### src/rtl/sd_card_cmd_responder_pkg.sv
// Shared constants, state encoding and CRC7 step for the card-side CMD responder.
package sd_card_cmd_responder_pkg;

    localparam int SD_CMD_FRAME_LEN = 48;
    localparam int SD_CMD_BODY_LEN  = 40;
    localparam int SD_CMD_CRC_LEN   = 7;

    localparam logic [5:0] SD_CMD0_IDX  = 6'd0;
    localparam logic [5:0] SD_R3_IDX    = 6'h3F;
    localparam logic [6:0] SD_R3_CRC    = 7'h7F;
    localparam logic [6:0] SD_CRC7_POLY = 7'h09;

    typedef enum logic [2:0] {
        CRSP_IDLE,
        CRSP_RECV,
        CRSP_CHECK,
        CRSP_WAIT,
        CRSP_SEND
    } crsp_state_e;

    // One serial step of x^7 + x^3 + 1, MSB-first.
    function automatic logic [6:0] crc7_step(input logic [6:0] crc, input logic b);
        logic fb;
        fb = b ^ crc[6];
        return {crc[5:0], 1'b0} ^ (fb ? SD_CRC7_POLY : 7'h00);
    endfunction

endpackage

### src/rtl/sd_crc7.sv
// Serial CRC7 accumulator; clear with enable restarts the sum on the current bit.
module sd_crc7
    import sd_card_cmd_responder_pkg::*;
(
    input  logic                      clk,
    input  logic                      reset,
    input  logic                      clear,
    input  logic                      enable,
    input  logic                      bit_in,
    output logic [SD_CMD_CRC_LEN-1:0] crc
);

    always_ff @(posedge clk) begin
        if (reset) begin
            crc <= '0;
        end else if (clear) begin
            crc <= enable ? crc7_step(7'h00, bit_in) : 7'h00;
        end else if (enable) begin
            crc <= crc7_step(crc, bit_in);
        end
    end

endmodule

### src/rtl/sd_card_cmd_responder.sv
// Card end of the SD CMD line: receives 48-bit host commands, checks them,
// and returns an R1 or R3 response NCR+2 clocks after the end bit.
module sd_card_cmd_responder
    import sd_card_cmd_responder_pkg::*;
#(
    parameter int         NCR        = 2,
    parameter logic [5:0] ACMD41_IDX = 6'd41
) (
    input  logic        CLK_card,
    input  logic        RESET,
    input  logic        cmd_in,
    output logic        cmd_out,
    output logic        cmd_oe,
    input  logic [31:0] card_status,
    output logic        cmd_valid,
    output logic [5:0]  cmd_index,
    output logic [31:0] cmd_arg,
    output logic        crc_err,
    output logic        busy
);

    crsp_state_e state;
    crsp_state_e state_nxt;

    logic [SD_CMD_FRAME_LEN-1:0] rx_sr;
    logic [SD_CMD_BODY_LEN-1:0]  tx_sr;
    logic [5:0]                  bit_cnt;
    logic [6:0]                  wait_cnt;
    logic [5:0]                  send_cnt;
    logic                        tx_r3;
    logic                        tx_bit;

    logic [6:0] rx_crc;
    logic [6:0] tx_crc;
    logic       rx_crc_en;
    logic       tx_crc_en;

    logic [5:0]  rx_idx;
    logic [31:0] rx_arg;
    logic        frame_ok;

    assign rx_idx = rx_sr[45:40];
    assign rx_arg = rx_sr[39:8];

    assign frame_ok = !rx_sr[47] && rx_sr[46] && rx_sr[0]
                      && (rx_sr[7:1] == rx_crc);

    assign cmd_valid = (state == CRSP_CHECK) && frame_ok;
    assign crc_err   = (state == CRSP_CHECK) && !frame_ok;
    assign busy      = (state != CRSP_IDLE);

    // The start bit is folded into the CRC on the IDLE->RECV edge.
    assign rx_crc_en = ((state == CRSP_IDLE) && !cmd_in)
                       || ((state == CRSP_RECV)
                           && (bit_cnt < 6'(SD_CMD_BODY_LEN)));

    assign tx_crc_en = (state == CRSP_SEND)
                       && (send_cnt < 6'(SD_CMD_BODY_LEN));

    sd_crc7 u_rx_crc (
        .clk    (CLK_card),
        .reset  (RESET),
        .clear  (state == CRSP_IDLE),
        .enable (rx_crc_en),
        .bit_in (cmd_in),
        .crc    (rx_crc)
    );

    sd_crc7 u_tx_crc (
        .clk    (CLK_card),
        .reset  (RESET),
        .clear  (state != CRSP_SEND),
        .enable (tx_crc_en),
        .bit_in (tx_bit),
        .crc    (tx_crc)
    );

    // Body bits first, then the CRC MSB-first, then the end bit.
    always_comb begin
        tx_bit = 1'b1;
        if (send_cnt < 6'(SD_CMD_BODY_LEN)) begin
            tx_bit = tx_sr[SD_CMD_BODY_LEN-1];
        end else if (send_cnt < 6'(SD_CMD_FRAME_LEN - 1)) begin
            tx_bit = tx_r3 ? SD_R3_CRC[0] : tx_crc[3'(6'd46 - send_cnt)];
        end
    end

    always_ff @(posedge CLK_card) begin
        if (RESET) begin
            state <= CRSP_IDLE;
        end else begin
            state <= state_nxt;
        end
    end

    always_comb begin
        state_nxt = state;
        unique case (state)
            CRSP_IDLE: begin
                if (!cmd_in) state_nxt = CRSP_RECV;
            end
            CRSP_RECV: begin
                if (bit_cnt == 6'(SD_CMD_FRAME_LEN - 1)) state_nxt = CRSP_CHECK;
            end
            CRSP_CHECK: begin
                if (!frame_ok || rx_idx == SD_CMD0_IDX) begin
                    state_nxt = CRSP_IDLE;
                end else begin
                    state_nxt = CRSP_WAIT;
                end
            end
            CRSP_WAIT: begin
                if (wait_cnt == 7'(NCR - 1)) state_nxt = CRSP_SEND;
            end
            CRSP_SEND: begin
                if (send_cnt == 6'(SD_CMD_FRAME_LEN - 1)) state_nxt = CRSP_IDLE;
            end
            default: state_nxt = CRSP_IDLE;
        endcase
    end

    always_ff @(posedge CLK_card) begin
        if (RESET) begin
            rx_sr     <= '0;
            tx_sr     <= '0;
            bit_cnt   <= '0;
            wait_cnt  <= '0;
            send_cnt  <= '0;
            tx_r3     <= 1'b0;
            cmd_index <= '0;
            cmd_arg   <= '0;
            cmd_out   <= 1'b1;
            cmd_oe    <= 1'b0;
        end else begin
            cmd_out <= 1'b1;
            cmd_oe  <= 1'b0;
            unique case (state)
                CRSP_IDLE: begin
                    rx_sr   <= {rx_sr[SD_CMD_FRAME_LEN-2:0], cmd_in};
                    bit_cnt <= 6'd1;
                end
                CRSP_RECV: begin
                    rx_sr   <= {rx_sr[SD_CMD_FRAME_LEN-2:0], cmd_in};
                    bit_cnt <= bit_cnt + 6'd1;
                end
                CRSP_CHECK: begin
                    wait_cnt <= '0;
                    if (frame_ok) begin
                        cmd_index <= rx_idx;
                        cmd_arg   <= rx_arg;
                        tx_r3     <= (rx_idx == ACMD41_IDX);
                        tx_sr     <= {2'b00,
                                      (rx_idx == ACMD41_IDX) ? SD_R3_IDX : rx_idx,
                                      card_status};
                    end
                end
                CRSP_WAIT: begin
                    wait_cnt <= wait_cnt + 7'd1;
                    send_cnt <= '0;
                end
                CRSP_SEND: begin
                    cmd_oe   <= 1'b1;
                    cmd_out  <= tx_bit;
                    send_cnt <= send_cnt + 6'd1;
                    if (send_cnt < 6'(SD_CMD_BODY_LEN)) begin
                        tx_sr <= {tx_sr[SD_CMD_BODY_LEN-2:0], 1'b0};
                    end
                end
                default: ;
            endcase
        end
    end

endmodule

### config.mk
export PLATFORM = sky130hd
export DESIGN_NAME = sd_card_cmd_responder
export DESIGN_NICKNAME = d
export VERILOG_FILES = /design/src/rtl/sd_card_cmd_responder_pkg.sv /design/src/rtl/sd_crc7.sv /design/src/rtl/sd_card_cmd_responder.sv
export SDC_FILE = /design/constraint.sdc
export NUM_CORES = 1
export LEC_CHECK = 0
export BUFFER_PORTS_ARGS = -buffer_cell sky130_fd_sc_hd__buf_2
export CORE_MARGIN = 2
export CORE_UTILIZATION = 38
export DETAILED_ROUTE_END_ITERATION = 8
export RECOVER_POWER = 25
export SYNTH_ARGS = -nofsm -noshare
export SYNTH_HDL_FRONTEND = slang
export SYNTH_SLANG_ARGS = --single-unit
export TNS_END_PERCENT = 1
### constraint.sdc
create_clock -name CLK_card -period 2.28 [get_ports CLK_card]
set_input_delay 0.456 -clock CLK_card [delete_from_list [all_inputs] [get_ports CLK_card]]
set_output_delay 0.456 -clock CLK_card [all_outputs]
set_load 0.05 [all_outputs]
# After elaboration in Yosys (flattened, before gate mapping)

Index checks and enable logic that the tools add are counted.

Bitwise logic cells: 5
Mux-type cells: 29
$add $sub $neg: 4
Equal/unequal tests: 16
Reduce and logical (&&, ||, !) cells: 27
$lt $le $gt $ge: 4

Operators by type and width:

| cell                | number |
|---|---|
| $mux 40             | 2 |
| $pmux 40 s2         | 1 |
| $mux 7              | 6 |
| $pmux 6 s2          | 2 |
| $eq 6x6->1 const B  | 3 |
| $lt 6x6->1 const B  | 3 |
| $mux 4              | 4 |
| $pmux 3 s5          | 1 |
| $pmux 7 s2          | 1 |
| $xor 7x7->7         | 2 |
| $add 6x1->6 const B | 2 |
| $mux 3              | 4 |
| $reduce_bool 2->1   | 6 |
| $logic_and 1x1->1   | 8 |
| $add 7x1->7 const B | 1 |
| $eq 7x1->1 const B  | 1 |
| $eq 7x7->1          | 1 |
| $eq 3x2->1 const B  | 2 |
| $logic_not 6->1     | 1 |
| $mux 6              | 1 |
| $ne 2x1->1 const B  | 3 |
| $ne 2x2->1 const B  | 3 |
| $mux 1              | 5 |
| $lt 3x4->1 const B  | 1 |
| other kinds (16)    | 21 |

Register bits after elaboration: 165
Input bits: 35
Logic and storage cells: 98
Output and inout port bits: 43

# Logic depth before layout (Yosys ltp)

Word-level depth: 11
Mapped depth: 8
Depth with buffers taken out: 7

# Modules after synthesis

From an unflattened synthesis, not the netlist that was laid out.

Cells, all modules: 812
Area total of the unflattened synthesis: 6856.6 sq um

Modules (own cells, without submodules):

| module                | area each (sq um) | cells each | seq. area each (sq um) | instances |
|---|---|---|---|---|
| sd_card_cmd_responder | 6198.4            | 746        | 3022.9                 | 1 |
| sd_crc7               | 329.1             | 33         | 140.1                  | 2 |

# Worst setup path before layout

OpenSTA, ideal clock, no wires.

Kind: register -> output
Start: register state[2]
End: output port crc_err
Cell stages (with the launch flop): 5
Slack: 0.099 ns
Data arrival time: 1.725 ns
Cell sequence: dfxtp_1 > clkbuf_1 > nor2b_1 > nand2b_1 > a31oi_1

Cells in the longest elaborated chain, start to end: 2

Ends and longest elaborated chain:

| what                   | line                        | RTL |
|---|---|---|
| from (decl)            | sd_card_cmd_responder.sv:22 | `crsp_state_e state;` |
| from (signal assigned) | sd_card_cmd_responder.sv:92 | `state <= state_nxt;` |
| $eq 3x2->1             | sd_card_cmd_responder.sv:49 | `assign crc_err = (state == CRSP_CHECK) && !frame_ok;` |
| $logic_and 1x1->1      | sd_card_cmd_responder.sv:49 |  |
| to (decl)              | sd_card_cmd_responder.sv:18 | `output logic crc_err,` |

Every way passes these cells.

# Final worst setup path

Start: register rx_sr[4]
End: output port cmd_valid

Cells in the longest elaborated chain, start to end: 3

Ends and longest elaborated chain:

| what                   | line                         | RTL |
|---|---|---|
| from (decl)            | sd_card_cmd_responder.sv:25  | `logic [SD_CMD_FRAME_LEN-1:0] rx_sr;` |
| from (signal assigned) | sd_card_cmd_responder.sv:139 | `rx_sr <= {rx_sr[SD_CMD_FRAME_LEN-2:0], cmd_in};` |
| from (signal assigned) | sd_card_cmd_responder.sv:143 | `rx_sr <= {rx_sr[SD_CMD_FRAME_LEN-2:0], cmd_in};` |
| $eq 7x7->1             | sd_card_cmd_responder.sv:46  | `&& (rx_sr[7:1] == rx_crc);` |
| $logic_and 1x1->1      | sd_card_cmd_responder.sv:46  |  |
| $logic_and 1x1->1      | sd_card_cmd_responder.sv:48  | `assign cmd_valid = (state == CRSP_CHECK) && frame_ok;` |
| to (decl)              | sd_card_cmd_responder.sv:15  | `output logic cmd_valid,` |

Every way passes these cells.

==> impl_metrics.prom <==
# TYPE chip_impl_metric gauge
chip_impl_info{name="run_status",value="finished clean"} 1
chip_impl_metric{name="ratio_of_cells_with_drive_above_1_in_the_final_layout",unit=""} 0.114
chip_impl_metric{name="cts.reportedPaths.clkPinSlew",unit="ps"} 60
chip_impl_info{name="tritoncts",value="built"} 1
chip_impl_metric{name="synthesis.yosys.warnings",unit=""} 0
chip_impl_metric{name="synth_top_area_share",unit=""} 0.499
chip_impl_metric{name="fmax",unit="MHz"} 449
chip_impl_metric{name="tritoncts_num_sinks",unit=""} 165
chip_impl_metric{name="postSynthCellCount",unit=""} 846
chip_impl_metric{name="clock_latency",unit="ps"} 420
chip_impl_metric{name="vdd.ir_drop.worst",unit="mV"} 0.636
chip_impl_metric{name="max_slew_margin",unit=""} 0.571
chip_impl_metric{name="tightest_slew",unit="ps"} 646
chip_impl_metric{name="finalWorstPathRequiredPeriod",unit="ps"} 2230
chip_impl_metric{name="power_switching",unit="W"} 0.00179
chip_impl_metric{name="std_cell_rows",unit=""} 48
chip_impl_metric{name="cts-hold-fix-buffers",unit=""} 0
chip_impl_metric{name="grt_start_max_net_pins",unit=""} 74
chip_impl_metric{name="vias",unit=""} 5677
chip_impl_info{name="setup_repair_after_global_routing_missed_its_margin",value="yes"} 1
chip_impl_metric{name="seq_area_frac_synth",unit=""} 0.499
chip_impl_metric{name="dp_slack",unit="ps"} 197
chip_impl_metric{name="die_area",unit="mm²"} 0.0185
chip_impl_metric{name="die_w",unit="µm"} 136
chip_impl_metric{name="timing.critical_path.fanout_max",unit=""} 3
chip_impl_metric{name="post-dp-hpwl",unit="µm"} 9120
chip_impl_metric{name="register_area",unit="mm²"} 0.00330
chip_impl_metric{name="ys_types",unit=""} 46
chip_impl_metric{name="dr.first_iter.drc_count",unit=""} 353
chip_impl_metric{name="area_occupied_by_multi_input_gates",unit="mm²"} 0.00304
chip_impl_metric{name="setup_viol",unit=""} 0
chip_impl_metric{name="fp.dieH",unit="µm"} 136
chip_impl_metric{name="clock_path_buffers",unit=""} 2
chip_impl_info{name="hold_class",value="in -> reg"} 1
chip_impl_metric{name="antenna_found_initial",unit=""} 0
chip_impl_metric{name="globalplace.congestion",unit=""} 0.780
chip_impl_metric{name="diodes",unit=""} 0
chip_impl_metric{name="timing.clock.skew",unit="ps"} 9.57
chip_impl_metric{name="synth_area",unit="mm²"} 0.00663
chip_impl_metric{name="grt_first_pass_wirelength",unit="µm"} 24300
chip_impl_metric{name="powerDensity",unit="mW/mm²"} 869
chip_impl_metric{name="first_global_vias",unit=""} 5022
chip_impl_metric{name="detail_route.wl_per_cell",unit="µm"} 12.8
chip_impl_metric{name="grt.overflow.total",unit=""} 0
chip_impl_info{name="synth_largest_area_cell",value="dfxtp_1"} 1
chip_impl_metric{name="first_pass_iters",unit=""} 4
chip_impl_metric{name="drt_drc_violations_left",unit=""} 0
chip_impl_info{name="critical_path.endpoint_type",value="primary output"} 1
chip_impl_metric{name="fp.coreArea",unit="mm²"} 0.0172
chip_impl_metric{name="h-tree-depth",unit=""} 4
chip_impl_metric{name="top_level_ports",unit=""} 78
chip_impl_metric{name="final_max_slew_viol_count",unit=""} 0
chip_impl_metric{name="worst_ep_arrival_time",unit="ps"} 1770
chip_impl_metric{name="timing.critical_path.required",unit="ps"} 1820
chip_impl_metric{name="power.share.clock",unit=""} 0.435
chip_impl_metric{name="synth.net_count",unit=""} 885
chip_impl_info{name="clockRootBuffer",value="clkbuf_16"} 1
chip_impl_metric{name="p_sw_frac",unit=""} 0.264
chip_impl_metric{name="cts_inserted_buffers",unit=""} 17
chip_impl_metric{name="syn_avg_cell_area",unit="µm²"} 7.83
chip_impl_metric{name="share_seq_of_total_power",unit=""} 0.440
chip_impl_metric{name="comb_power_share",unit=""} 0.125
chip_impl_metric{name="hold_viol",unit=""} 0
chip_impl_info{name="synth.top_cells.by_area",value="dfxtp_1 (50%), nand2_1 (16%), a21oi_1 (9.1%), a311oi_1 (4.5%), nor2_1 (3.5%)"} 1
chip_impl_metric{name="post_detailed_route_count_of_antenna_violating_nets",unit=""} 0
chip_impl_metric{name="filler_cell_count",unit=""} 1764
chip_impl_metric{name="syn_to_final_growth",unit="%"} 18.1
chip_impl_metric{name="total_power",unit="W"} 0.00680
chip_impl_metric{name="port_buffers",unit=""} 77
chip_impl_metric{name="synth.ff_latch_count",unit=""} 165
chip_impl_metric{name="maximum_capacitance_violations",unit=""} 0
chip_impl_info{name="critical_path_class",value="reg -> out"} 1
chip_impl_metric{name="fin_ws",unit="ps"} 51.8
chip_impl_metric{name="global_route.usage.total",unit=""} 0.162
chip_impl_info{name="timing.critical_path.from_type",value="flip-flop"} 1
chip_impl_metric{name="design.final.nets",unit=""} 941
chip_impl_metric{name="detail_route.vias_per_cell",unit=""} 4.98
chip_impl_metric{name="share_of_the_cycle_needed_by_the_critical_path_after_routing",unit=""} 0.977
chip_impl_metric{name="wirelength",unit="µm"} 14600
chip_impl_metric{name="cellLeakagePower",unit="nW"} 2.69
chip_impl_metric{name="p_int",unit="W"} 0.00501
chip_impl_metric{name="initial_utilization",unit=""} 0.386
[routing by layer]
layer	vias to the layer above	wire, µm	track usage	share of wire
met5	-	0	0	0
met2	84	6690	0.245	0.46
met3	12	528	0.0418	0.036
li1	2957	-	-	-
met1	2624	7160	0.223	0.49
met4	0	167	0.0579	0.011
[cell usage in the layout, fill, tap and decap left out, types with 2 or more instances in the layout]
cell        netlist  routed
buf_4             1      19
o211ai_1          3       3
nand2b_1          4       4
bufinv_16         0       3
xor2_1           13      13
clkinvlp_4        0       3
clkbuf_1         48      41
buf_12            0       4
and3_1            4       4
dfxtp_1         165     164
a31o_2            2       2
or3_1             5       5
inv_6             0       2
nand3b_1          3       3
and4_1            2       2
mux2i_1           3       3
a21oi_1         120     120
buf_2            10      34
inv_1             5       5
clkbuf_8          0       3
o21ai_0           5       5
or2_2             4       3
nand2_1         284     284
nor4_1            5       5
o21a_1            3       3
ha_1              4       4
nand4_1           5       5
a311oi_1         34      34
mux2_2            2       2
clkbuf_16         0      17
clkinv_2          0       2
nand3_1          18      18
nor3_1            4       3
xnor2_1           6       6
a22oi_1           2       2
nor2_1           62      60
[repair_timing]
action / in CTS / in global routing
buffers inserted: 1 / 0
setup endpoints to repair: 2 / 4
pin swaps: 1 / 1
resized for setup: 2 / 4
[per-stage QoR]
| stage | instance area (µm²) | setup TNS (ps) | hold slack, ps | util | std cells |
|---|---|---|---|---|---|
| final | 7830 | 0 | 293 | 0.456 | 1139 |
| after global routing | 7830 | -110 | 295 | 0.456 | 1139 |
| after CTS | 7870 | 0 | 279 | 0.458 | 1139 |
| after detailed placement | 7240 | 0 | 442 | 0.422 | 1107 |
| after global placement | 7240 | 0 | 437 | 0.422 | 1107 |
| after floorplan | 6630 | 0 | 432 | - | 846 |
[critical path, stage by stage, from the launching register on]
cell and delay, ps:
dfxtp_1 320, xor2_1 170, nor4_2 380, nand3_1 150, nor2_2 150, buf_6 180
[synth_stat cells, drive strengths merged]
master and n:
nand2 284, nor4bb 1, inv 5, or2 4, o21a 3, a21oi 120
a2111oi 1, o311ai 1, o21ai 7, nand3 18, nor4 6, ha 4
nand2b 4, and3 4, xor2 13, xnor2 6, mux2i 3, or3 5
a21o 1, buf 15, nand3b 3, a41oi 1, a32oi 1, a31oi 1
a311oi 34, nor2 62, o311a 1, or3b 1, clkbuf 48, clkinv 1
nor2b 1, nand4 6, nor3 4, and4 2, dfxtp 165, a22oi 2
a31o 2, mux2 2, and2 1, o211ai 3
[registers in the layout (all words and copies together), names as in the netlist]
signal        count
rx_sr            48
tx_sr            40
cmd_arg          32
u_rx_crc.crc      7
u_tx_crc.crc      7
wait_cnt          7
bit_cnt           6
cmd_index         6
send_cnt          6
state             3
cmd_oe            1
cmd_out           1
tx_r3             1
[area by class of cell]
cell class	count	area share
inverters	6	0.00288
clock inverters	11	0.0190
flip-flops and latches	165	0.422
repair buffers	100	0.0719
well taps	225	0.0360
multi-input cells	612	0.388
clock buffers	20	0.0596
[cells by family after synthesis]
group / Yosys count / share of synthesized area
AND/OR/NAND/NOR: 406 / 0.253
AO/OA/AOI/OAI: 178 / 0.162
flip-flops: 165 / 0.499
buffers and inverters: 69 / 0.0461
XOR/XNOR: 19 / 0.0251
multiplexers: 5 / 0.00793
adder cells (fa/ha/maj): 4 / 0.00755
[power groups by stage]
| stage | Combinational, W | Sequential (W) | Clock [W] |
|---|---|---|---|
| final | 0.000850 | 0.00300 | 0.00296 |
| after global routing | 0.000943 | 0.00300 | 0.00316 |
| after CTS | 0.000854 | 0.00299 | 0.00303 |
| after detailed placement | 0.000833 | 0.00306 | 0 |
| after global placement | 0.000834 | 0.00306 | 0 |
| after floorplan | 0.000586 | 0.00304 | 0 |
[worst paths after layout]
check	start	end	slack, ps	cells past startpoint
hold / removal	card_status[17]	tx_sr[17]	290	3
setup / recovery	rx_sr[4]	cmd_valid	50	5
hold reg to reg	cmd_arg[4]	cmd_arg[4]	450	2
setup reg to reg	rx_sr[4]	tx_sr[14]	180	8
No activity file was read; power rests on OpenSTA's default activity.
